### src/rtl/result_router_acc.sv
// Aligns skewed psum streams from NUM_KCPE sources, adds them per kernel and
// accumulates over a configurable number of passes before handing the vector downstream.
//
// state | meaning
// IDLE  | pass_cnt == 0, next pop starts a new group and samples i_num_pass
// ACC   | pass_cnt != 0, pops add onto the running accumulator
module result_router_acc #(
    parameter int BIT_WIDTH  = 8,
    parameter int NUM_KCPE   = 3,
    parameter int NUM_KERNEL = 4,
    parameter int ACC_WIDTH  = 24,
    parameter int FIFO_DEPTH = 4,
    parameter int PASS_W     = 4,
    parameter int SATURATE   = 1
) (
    input  logic                                   clk,
    input  logic                                   rst,
    input  logic [NUM_KCPE*NUM_KERNEL*2*BIT_WIDTH-1:0] i_psum,
    input  logic [NUM_KCPE-1:0]                    i_psum_vld,
    output logic [NUM_KCPE-1:0]                    o_psum_rdy,
    input  logic [PASS_W-1:0]                      i_num_pass,
    input  logic                                   i_flush,
    output logic [NUM_KERNEL*ACC_WIDTH-1:0]        o_psum,
    output logic                                   o_psum_vld,
    input  logic                                   i_psum_rdy,
    output logic                                   o_busy,
    output logic                                   o_ovf
);

    localparam int PW     = 2*BIT_WIDTH;
    localparam int BEAT_W = NUM_KERNEL*PW;
    localparam int AW     = $clog2(FIFO_DEPTH);
    localparam int SW     = ACC_WIDTH + 1;

    localparam logic [AW:0]           PTR_ONE  = 1;
    localparam logic [PASS_W-1:0]     PASS_ONE = 1;
    localparam logic [ACC_WIDTH-1:0]  SAT_MAX  = {1'b0, {(ACC_WIDTH-1){1'b1}}};
    localparam logic [ACC_WIDTH-1:0]  SAT_MIN  = {1'b1, {(ACC_WIDTH-1){1'b0}}};

    typedef enum logic {IDLE, ACC} state_t;
    state_t state;

    logic [PASS_W-1:0]               pass_cnt, pass_cnt_d, np_q, np_d, np_in, np_cur;
    logic [NUM_KERNEL*ACC_WIDTH-1:0] acc_q, acc_d, res, out_d;
    logic [NUM_KERNEL-1:0]           lane_ovf;
    logic [BEAT_W-1:0]               head [NUM_KCPE];
    logic [NUM_KCPE-1:0]             empty, full, push;
    logic                            last, pop, vld_d, ovf_d;

    for (genvar k = 0; k < NUM_KCPE; k++) begin : g_fifo
        logic [BEAT_W-1:0] mem [FIFO_DEPTH];
        logic [AW:0]       wr_ptr, rd_ptr;

        assign empty[k] = (wr_ptr == rd_ptr);
        assign full[k]  = (wr_ptr[AW] != rd_ptr[AW]) && (wr_ptr[AW-1:0] == rd_ptr[AW-1:0]);
        assign push[k]  = i_psum_vld[k] & ~full[k] & ~i_flush;
        assign head[k]  = mem[rd_ptr[AW-1:0]];

        always_ff @(posedge clk or negedge rst) begin
            if (!rst) begin
                wr_ptr <= '0;
                rd_ptr <= '0;
            end else if (i_flush) begin
                wr_ptr <= '0;
                rd_ptr <= '0;
            end else begin
                if (push[k]) wr_ptr <= wr_ptr + PTR_ONE;
                if (pop)     rd_ptr <= rd_ptr + PTR_ONE;
            end
        end

        always_ff @(posedge clk) begin
            if (push[k]) mem[wr_ptr[AW-1:0]] <= i_psum[k*BEAT_W +: BEAT_W];
        end
    end

    assign o_psum_rdy = ~full;
    assign o_busy     = (pass_cnt != '0);
    assign state      = (pass_cnt == '0) ? IDLE : ACC;

    assign np_in  = (i_num_pass == '0) ? PASS_ONE : i_num_pass;
    assign np_cur = (state == IDLE) ? np_in : np_q;
    assign last   = (pass_cnt == np_cur - PASS_ONE);
    // Only the last pass needs the output register free; earlier passes may run ahead.
    assign pop    = (&(~empty)) & (~last | ~o_psum_vld | i_psum_rdy) & ~i_flush;

    for (genvar n = 0; n < NUM_KERNEL; n++) begin : g_lane
        logic [SW-1:0]        lane_sum, acc_ext, total;
        logic [ACC_WIDTH-1:0] lane_res;
        logic                 ovf_n;

        always_comb begin
            lane_sum = '0;
            for (int k = 0; k < NUM_KCPE; k++) begin
                lane_sum = lane_sum + {{(SW-PW){head[k][n*PW+PW-1]}}, head[k][n*PW +: PW]};
            end
            acc_ext = (state == ACC) ? {acc_q[n*ACC_WIDTH+ACC_WIDTH-1], acc_q[n*ACC_WIDTH +: ACC_WIDTH]} : '0;
            total   = acc_ext + lane_sum;
            ovf_n   = total[SW-1] ^ total[SW-2];
            if (ovf_n && (SATURATE != 0)) lane_res = total[SW-1] ? SAT_MIN : SAT_MAX;
            else                          lane_res = total[ACC_WIDTH-1:0];
        end

        assign res[n*ACC_WIDTH +: ACC_WIDTH] = lane_res;
        assign lane_ovf[n] = ovf_n;
    end

    always_comb begin
        pass_cnt_d = pass_cnt;
        np_d       = np_q;
        acc_d      = acc_q;
        out_d      = o_psum;
        vld_d      = o_psum_vld & ~i_psum_rdy;
        ovf_d      = o_ovf;
        if (i_flush) begin
            pass_cnt_d = '0;
            acc_d      = '0;
            vld_d      = 1'b0;
            ovf_d      = 1'b0;
        end else if (pop) begin
            if (state == IDLE) np_d = np_in;
            acc_d = res;
            ovf_d = o_ovf | (|lane_ovf);
            if (last) begin
                pass_cnt_d = '0;
                out_d      = res;
                vld_d      = 1'b1;
            end else begin
                pass_cnt_d = pass_cnt + PASS_ONE;
            end
        end
    end

    always_ff @(posedge clk or negedge rst) begin
        if (!rst) begin
            pass_cnt   <= '0;
            np_q       <= PASS_ONE;
            acc_q      <= '0;
            o_psum     <= '0;
            o_psum_vld <= 1'b0;
            o_ovf      <= 1'b0;
        end else begin
            pass_cnt   <= pass_cnt_d;
            np_q       <= np_d;
            acc_q      <= acc_d;
            o_psum     <= out_d;
            o_psum_vld <= vld_d;
            o_ovf      <= ovf_d;
        end
    end

endmodule
### config.mk
export PLATFORM = sky130hd
export DESIGN_NAME = result_router_acc
export DESIGN_NICKNAME = d
export VERILOG_FILES = /design/src/rtl/result_router_acc.sv
export SDC_FILE = /design/constraint.sdc
export NUM_CORES = 1
export LEC_CHECK = 0
export BUFFER_PORTS_ARGS = -buffer_cell sky130_fd_sc_hd__buf_2
export CAP_MARGIN = 10
export CORE_MARGIN = 2
export CORE_UTILIZATION = 45
export DETAILED_ROUTE_END_ITERATION = 8
export SYNTH_ARGS = -nofsm -noshare
export SYNTH_HDL_FRONTEND = slang
export SYNTH_SLANG_ARGS = --single-unit
### constraint.sdc
create_clock -name clk -period 16.2 [get_ports clk]
set_input_delay 0.81 -clock clk [delete_from_list [all_inputs] [get_ports clk]]
set_output_delay 0.81 -clock clk [all_outputs]
set_load 0.02 [all_outputs]
* After elaboration in Yosys (flattened, before gate mapping)
Memory sizes are Yosys's and may differ from the RTL's.
Cells that the tools add are included.
** Storage, ports and cells
- Memories :: 3
- Memory bits (read-only) :: 0
- Output and inout port bits :: 102
- Bits in latches :: 0
- Register bits after elaboration :: 220
- Memory bits (writable) :: 768
** Memories
- g_fifo[0].mem :: depth 4, width 64, read ports 1, clocked after memory_dff 0, wr ports 1, line 51 : logic [BEAT_W-1:0] mem [FIFO_DEPTH];
- g_fifo[1].mem :: depth 4, width 64, read ports 1, clocked after memory_dff 0, wr ports 1, line 51
- g_fifo[2].mem :: depth 4, width 64, read ports 1, clocked after memory_dff 0, wr ports 1, line 51
** Operators by class
- Multiply operators :: 0
- Shift operators :: 0
- Reductions and logical operators :: 14
- Bitwise operators :: 25
- Equal/unequal tests :: 10
- Div/mod/pow operators :: 0
- Mux-type cells :: 42
- Add/subtract/negate cells :: 20
- Order comparisons :: 0
** Operators by type and width (number)
- 2-to-1 mux 24 bit :: 8
- 2-to-1 mux 96 bit :: 2
- adder 25 bit :: 4
- 2-to-1 mux 25 bit :: 4
- adder 17 x 16 -> 18 bit :: 4
- adder 16 x 16 -> 17 bit :: 4
- 2-to-1 mux 3 bit :: 12
- 2-to-1 mux 4 bit :: 5
- adder 3 x 1 -> 3 bit, second input constant :: 6
- 2-to-1 mux 1 bit :: 11
- bitwise AND 1 bit :: 9
- equality test 3 bit :: 3
- zero test 4 bit :: 2
- nonzero test 2 bit :: 4
- inverter 1 bit :: 7
- equality test 2 bit :: 3
- inverter 3 bit :: 2
- AND reduction 3 bit :: 2
- adder 4 x 1 -> 4 bit, second input constant :: 1
- equality test 4 bit :: 1
- nonzero test 4 bit :: 1
- OR reduction 4 bit :: 1
- subtractor 4 x 1 -> 4 bit, second input constant :: 1
- XOR 1 bit :: 4
- other kinds (4) :: 10

* Logic depth before layout (Yosys ltp)
- Depth after elaboration :: 12
- Mapped depth :: 31
- Gate-level depth less buffers :: 28

* Worst setup path after synthesis
OpenSTA, ideal clock, no wires.
- Kind :: flip-flop to flip-flop
- From :: reg g_fifo[0].rd_ptr[0]
- To :: reg acc_q[38]
- Buffers on the path :: 3
- Arrival :: 7.077 ns
- Path slack :: 9.045 ns
- Period minus slack after synthesis :: 7.155 ns
- Stages on the path, launching flop included :: 30
- Cell sequence :: dfrtp_1 -> buf_1 -> buf_1 -> mux4_2 -> fa_1 -> ha_1 -> a21o_1 -> a21oi_1 -> o21bai_1 -> a21oi_1 -> nor2b_1 -> o21a_1 -> o31a_1 -> o41ai_1 -> o21bai_1 -> a21oi_1 -> xnor2_1 -> ha_1 -> and3_1 -> and3_1 -> o211ai_1 -> a21oi_1 -> o32ai_1 -> or2_1 -> o31ai_2 -> nor2_2 -> buf_6 -> o21ai_1 -> nand2_1 -> a21oi_1
** On the way
- Word-level cells in the longest chain between the ends :: 8
** Ends and longest elaborated chain
- start: declaration :: line 52 : logic [AW:0] wr_ptr, rd_ptr;
- start signal: assignment :: line 68 : if (pop) rd_ptr <= rd_ptr + PTR_ONE;
- memory read (4 x 64 bit)
- adder 16 x 16 -> 17 bit :: line 95 : lane_sum = lane_sum + {{(SW-PW){head[k][n*PW+PW-1]}}, head[k][n*PW +: PW]};
- adder 17 x 16 -> 18 bit :: line 95
- adder 25 bit :: line 98 : total = acc_ext + lane_sum;
- 2-to-1 mux 24 bit or XOR 1 bit (tied branches) :: line 100, 99
- 2-to-1 mux 24 bit :: line 100 : if (ovf_n && (SATURATE != 0)) lane_res = total[SW-1] ? SAT_MIN : SAT_MAX;
- 2-to-1 mux 96 bit :: line 120 : end else if (pop) begin
- 2-to-1 mux 96 bit :: line 115 : if (i_flush) begin
- end signal: assignment :: line 138 : acc_q <= '0;
- end signal: assignment :: line 145 : acc_q <= acc_d;
- end: declaration :: line 44 : logic [NUM_KERNEL*ACC_WIDTH-1:0] acc_q, acc_d, res, out_d;
Parallel ways exist; a longest one is shown, timed or not. The select of a mux whose other input is x is not followed.
A chain may end at the register's enable or synchronous reset.

* Worst setup path after layout
- From :: reg g_fifo[2].rd_ptr[0]
- To :: reg acc_q[15]
** On the way
- Word-level cells in the longest chain between the ends :: 7
** Ends and longest elaborated chain (line)
- start: declaration :: 52
- start signal: assignment :: 68
- memory read (4 x 64 bit)
- adder 17 x 16 -> 18 bit :: 95
- adder 25 bit :: 98
- 2-to-1 mux 24 bit or XOR 1 bit (tied branches) :: 100, 99
- 2-to-1 mux 24 bit :: 100
- 2-to-1 mux 96 bit :: 120
- 2-to-1 mux 96 bit :: 115
Parallel ways exist; a longest one is shown, timed or not. The select of a mux whose other input is x is not followed.

==> results.json <==
{
  "pre_cts_ws_ns": 7.03,
  "hold_viol": 0,
  "cts_root_buffer": "clkbuf_16",
  "drv_slew": 0,
  "max_freq_ghz": 0.109,
  "status": "finished clean",
  "synth_area_mm2": 0.0469,
  "die-area_mm2": 0.107,
  "cts_buffers": 104,
  "grt_use_total_pct": 22.1,
  "io_pins": 305,
  "power.total_mw": 7.84,
  "htreeDepth": 3,
  "holdWs_ns": 0.222,
  "irDropWorstVdd_mv": 0.0944,
  "path_class": "flop to flop",
  "layout_min_cycle_time_ns": 9.14,
  "period_share_pct": 56.4,
  "drtPass1Iterations": 6,
  "setup_tns_ns": 0,
  "cts_tree": "yes",
  "row_count": 118,
  "drive_gt1_share_pct": 20.6,
  "worstPathMaxFanout": 29,
  "fin_area_mm2": 0.0533,
  "place_area_mm2": 0.0500,
  "setup_violations": 0,
  "ys.flop_type": "edfxtp_1",
  "synth_edf_count": 768,
  "die_w_um": 327,
  "grt_pass1_wl_mm": 177,
  "numPortBuffers": 304,
  "cap_violations": 0,
  "routedWlPerCell_um": 23.4,
  "area_growth_pct": 13.6,
  "postRouteAntennaNets": 0,
  "cts_sinks": 988,
  "rsz0062_at_grt": "no",
  "nNetsFinal": 4016,
  "clk_latency_ns": 0.70,
  "drc": 0,
  "postCtsSetupBuffers": 0,
  "hold_buffers": 0,
  "vias": 27900,
  "vias_per_cell": 5.53,
  "syn_inst": 3257,
  "finalWirelength_mm": 118,
  "synth_seq_area_share_pct": 60.9,
  "ys_ff_latch": 988,
  "yosysWarnings": 0,
  "critPathCaptureType": "flop",
  "gp_congestion": 0.853,
  "syn_nets": 3706,
  "synthDistinctLibCells": 90,
  "cts_buffer_depth": 3,
  "cts-resized-gates": 0,
  "drt_iter0_drc": 2112,
  "grt_max_degree": 119,
  "arrival_ns": 9.65,
  "worst_clock_skew_ns": 0.0271,
  "power_leakage_nw": 20.2,
  "syn_area_per_cell_um2": 14.4,
  "start_kind": "flop",
  "worstMarginPinSlew_ns": 1.20,
  "async_flop_share_pct": 22.3,
  "start_util_pct": 45.3,
  "timing.final.ws_setup_ns": 7.06,
  "cp.required_ns": 16.71,
  "dieHeight_um": 327,
  "relSlewSlack_pct": 19.6,
  "grt_pass1_vias": 28300,
  "dpl.hpwl_mm": 79.9,
  "path_clk_slew_ns": 0.07,
  "core_mm2": 0.103,
  "overflow": 0,
  "min-delay-path-class": "input port to async pin",
  "grt_antenna_before_repair": 15,
  "power_density_mw_per_mm2": 147
}
[placed cells by master (no fill, tap or decap), types with 21 or more instances in the layout]
cell type and n:
clkbuf_16 106, o21ai_0 128, clkbuf_1 26, nor3_1 68
o21bai_1 26, edfxtp_1 768, ha_1 174, buf_2 302
mux4_2 192, nand2b_1 24, and2_1 99, nor2_1 218
dfrtp_1 213, buf_4 33, xor2_1 49, o21ai_1 26
a21o_1 44, o21a_1 21, a211oi_1 64, nand3_1 25
fa_1 72, a21oi_1 150, nand2_1 270, maj3_1 42
xnor2_1 119, inv_1 100
[where the power goes]
part / total (mW) / leakage [nW] / switching [mW] / internal (mW)
clock network: 2.33 / 1.62 / 0.983 / 1.35
registers: 2.98 / 10.0 / 0.0982 / 2.88
logic: 2.53 / 8.54 / 1.55 / 0.977
total: 7.84 / 20.2 / 2.63 / 5.21
[cell families after synthesis]
kind of cell	after synthesis	synth area share, %
flops	988	60.9
simple gates	802	7.96
compound gates	563	7.73
fa+ha+maj	295	8.78
buf+inv	235	1.98
mux	205	9.51
xor+xnor	169	3.15
[critical path, stage by stage, from the launching register on]
cell	delay, ns
dfrtp_4	0.67
buf_4	0.57
buf_4	0.65
mux4_2	0.61
fa_1	0.49
ha_1	0.30
a21o_1	0.17
a21oi_1	0.24
o21ai_0	0.11
a21oi_1	0.24
o21bai_1	0.14
a211oi_1	0.32
o21ai_0	0.18
a31oi_1	0.24
o21ai_0	0.13
xor2_1	0.16
ha_1	0.32
inv_1	0.11
o21bai_1	0.08
a21oi_1	0.15
o21ai_0	0.10
nor2_1	0.16
o21ai_0	0.17
a31o_2	0.30
a21oi_1	0.79
nand4_1	0.90
a21oi_1	0.46
a211oi_1	0.11
[metrics by stage]
step | utilization [%] | instances
final | 51.5 | 5036
after CTS | 51.5 | 5030
after detailed placement | 48.3 | 4841
after floorplan | - | 3257
after global placement | 48.3 | 4841
after global routing | 51.5 | 5035
[metal layers]
metal / vias up / wire length [um] / global-route usage [%]
li1: 12900 / - / -
met1: 14100 / 52600 / 30.8
met2: 682 / 55500 / 35.4
met3: 153 / 6910 / 4.31
met4: 14 / 2550 / 6.42
met5: - / 72 / 0
[synthesized netlist by cell type, drive strengths merged (6+ instances only)]
cell type	instances	area share, %
o21a	22	0.35
nand3	25	0.27
nand4	10	0.13
a21oi	151	1.6
mux2	7	0.17
xor2	50	0.93
a21o	44	0.70
nor2	221	1.8
nor2b	16	0.21
nor3	73	0.83
o21bai	26	0.42
ha	174	4.6
or2	7	0.093
dfrtp	219	12
mux2i	6	0.13
xnor2	119	2.2
or3	8	0.11
a31oi	12	0.17
maj3	49	1.1
a211oi	66	1.1
o31a	6	0.11
nand2	273	2.2
inv	103	0.82
and2	111	1.5
buf	57	0.56
o21ai	156	1.7
mux4	192	9.2
edfxtp	768	49
o211ai	19	0.31
nand2b	25	0.35
and3	15	0.20
clkbuf	75	0.60
a22o	7	0.13
fa	72	3.1
[cell type report]
type / instances / area (um2)
Multi-Input combinational cell: 2034 / 17500
Clock buffer: 141 / 2870
Timing Repair Buffer: 336 / 1770
Tap cell: 1380 / 1730
Fill cell: 8768 / 50200
Antenna cell: 6 / 15.0
Inverter: 103 / 387
Sequential cell: 988 / 28600
Clock inverter: 48 / 438
[registers in the layout, indices dropped and copies added, names as in the netlist]
| name | count |
|---|---|
| g_fifo.rd_ptr | 9 |
| o_psum | 96 |
| o_psum_vld | 1 |
| o_ovf | 1 |
| pass_cnt | 4 |
| np_q | 4 |
| g_fifo.mem | 768 |
| g_fifo.wr_ptr | 9 |
| acc_q | 96 |
[final timing paths]
path / startpoint / end / slack [ns] / cells after the start
setup / recovery: g_fifo[2].rd_ptr[0]$_DFFE_PN0P_ / acc_q[15]$_DFFE_PN0P_ / 7.06 / 27
hold reg to reg: o_psum[89]$_DFFE_PN0P_ / o_psum[89]$_DFFE_PN0P_ / 0.46 / 2
setup reg to reg: g_fifo[2].rd_ptr[0]$_DFFE_PN0P_ / acc_q[15]$_DFFE_PN0P_ / 7.06 / 27
max in group asynchronous: rst / g_fifo[2].rd_ptr[0]$_DFFE_PN0P_ / 13.75 / 3
hold / removal: rst / o_psum[81]$_DFFE_PN0P_ / 0.22 / 1
min in group clk: i_psum[0] / g_fifo[0].mem[2][0]$_DFFE_PP_ / 0.32 / 1
Note: power is estimated with default switching activity, not from simulation.
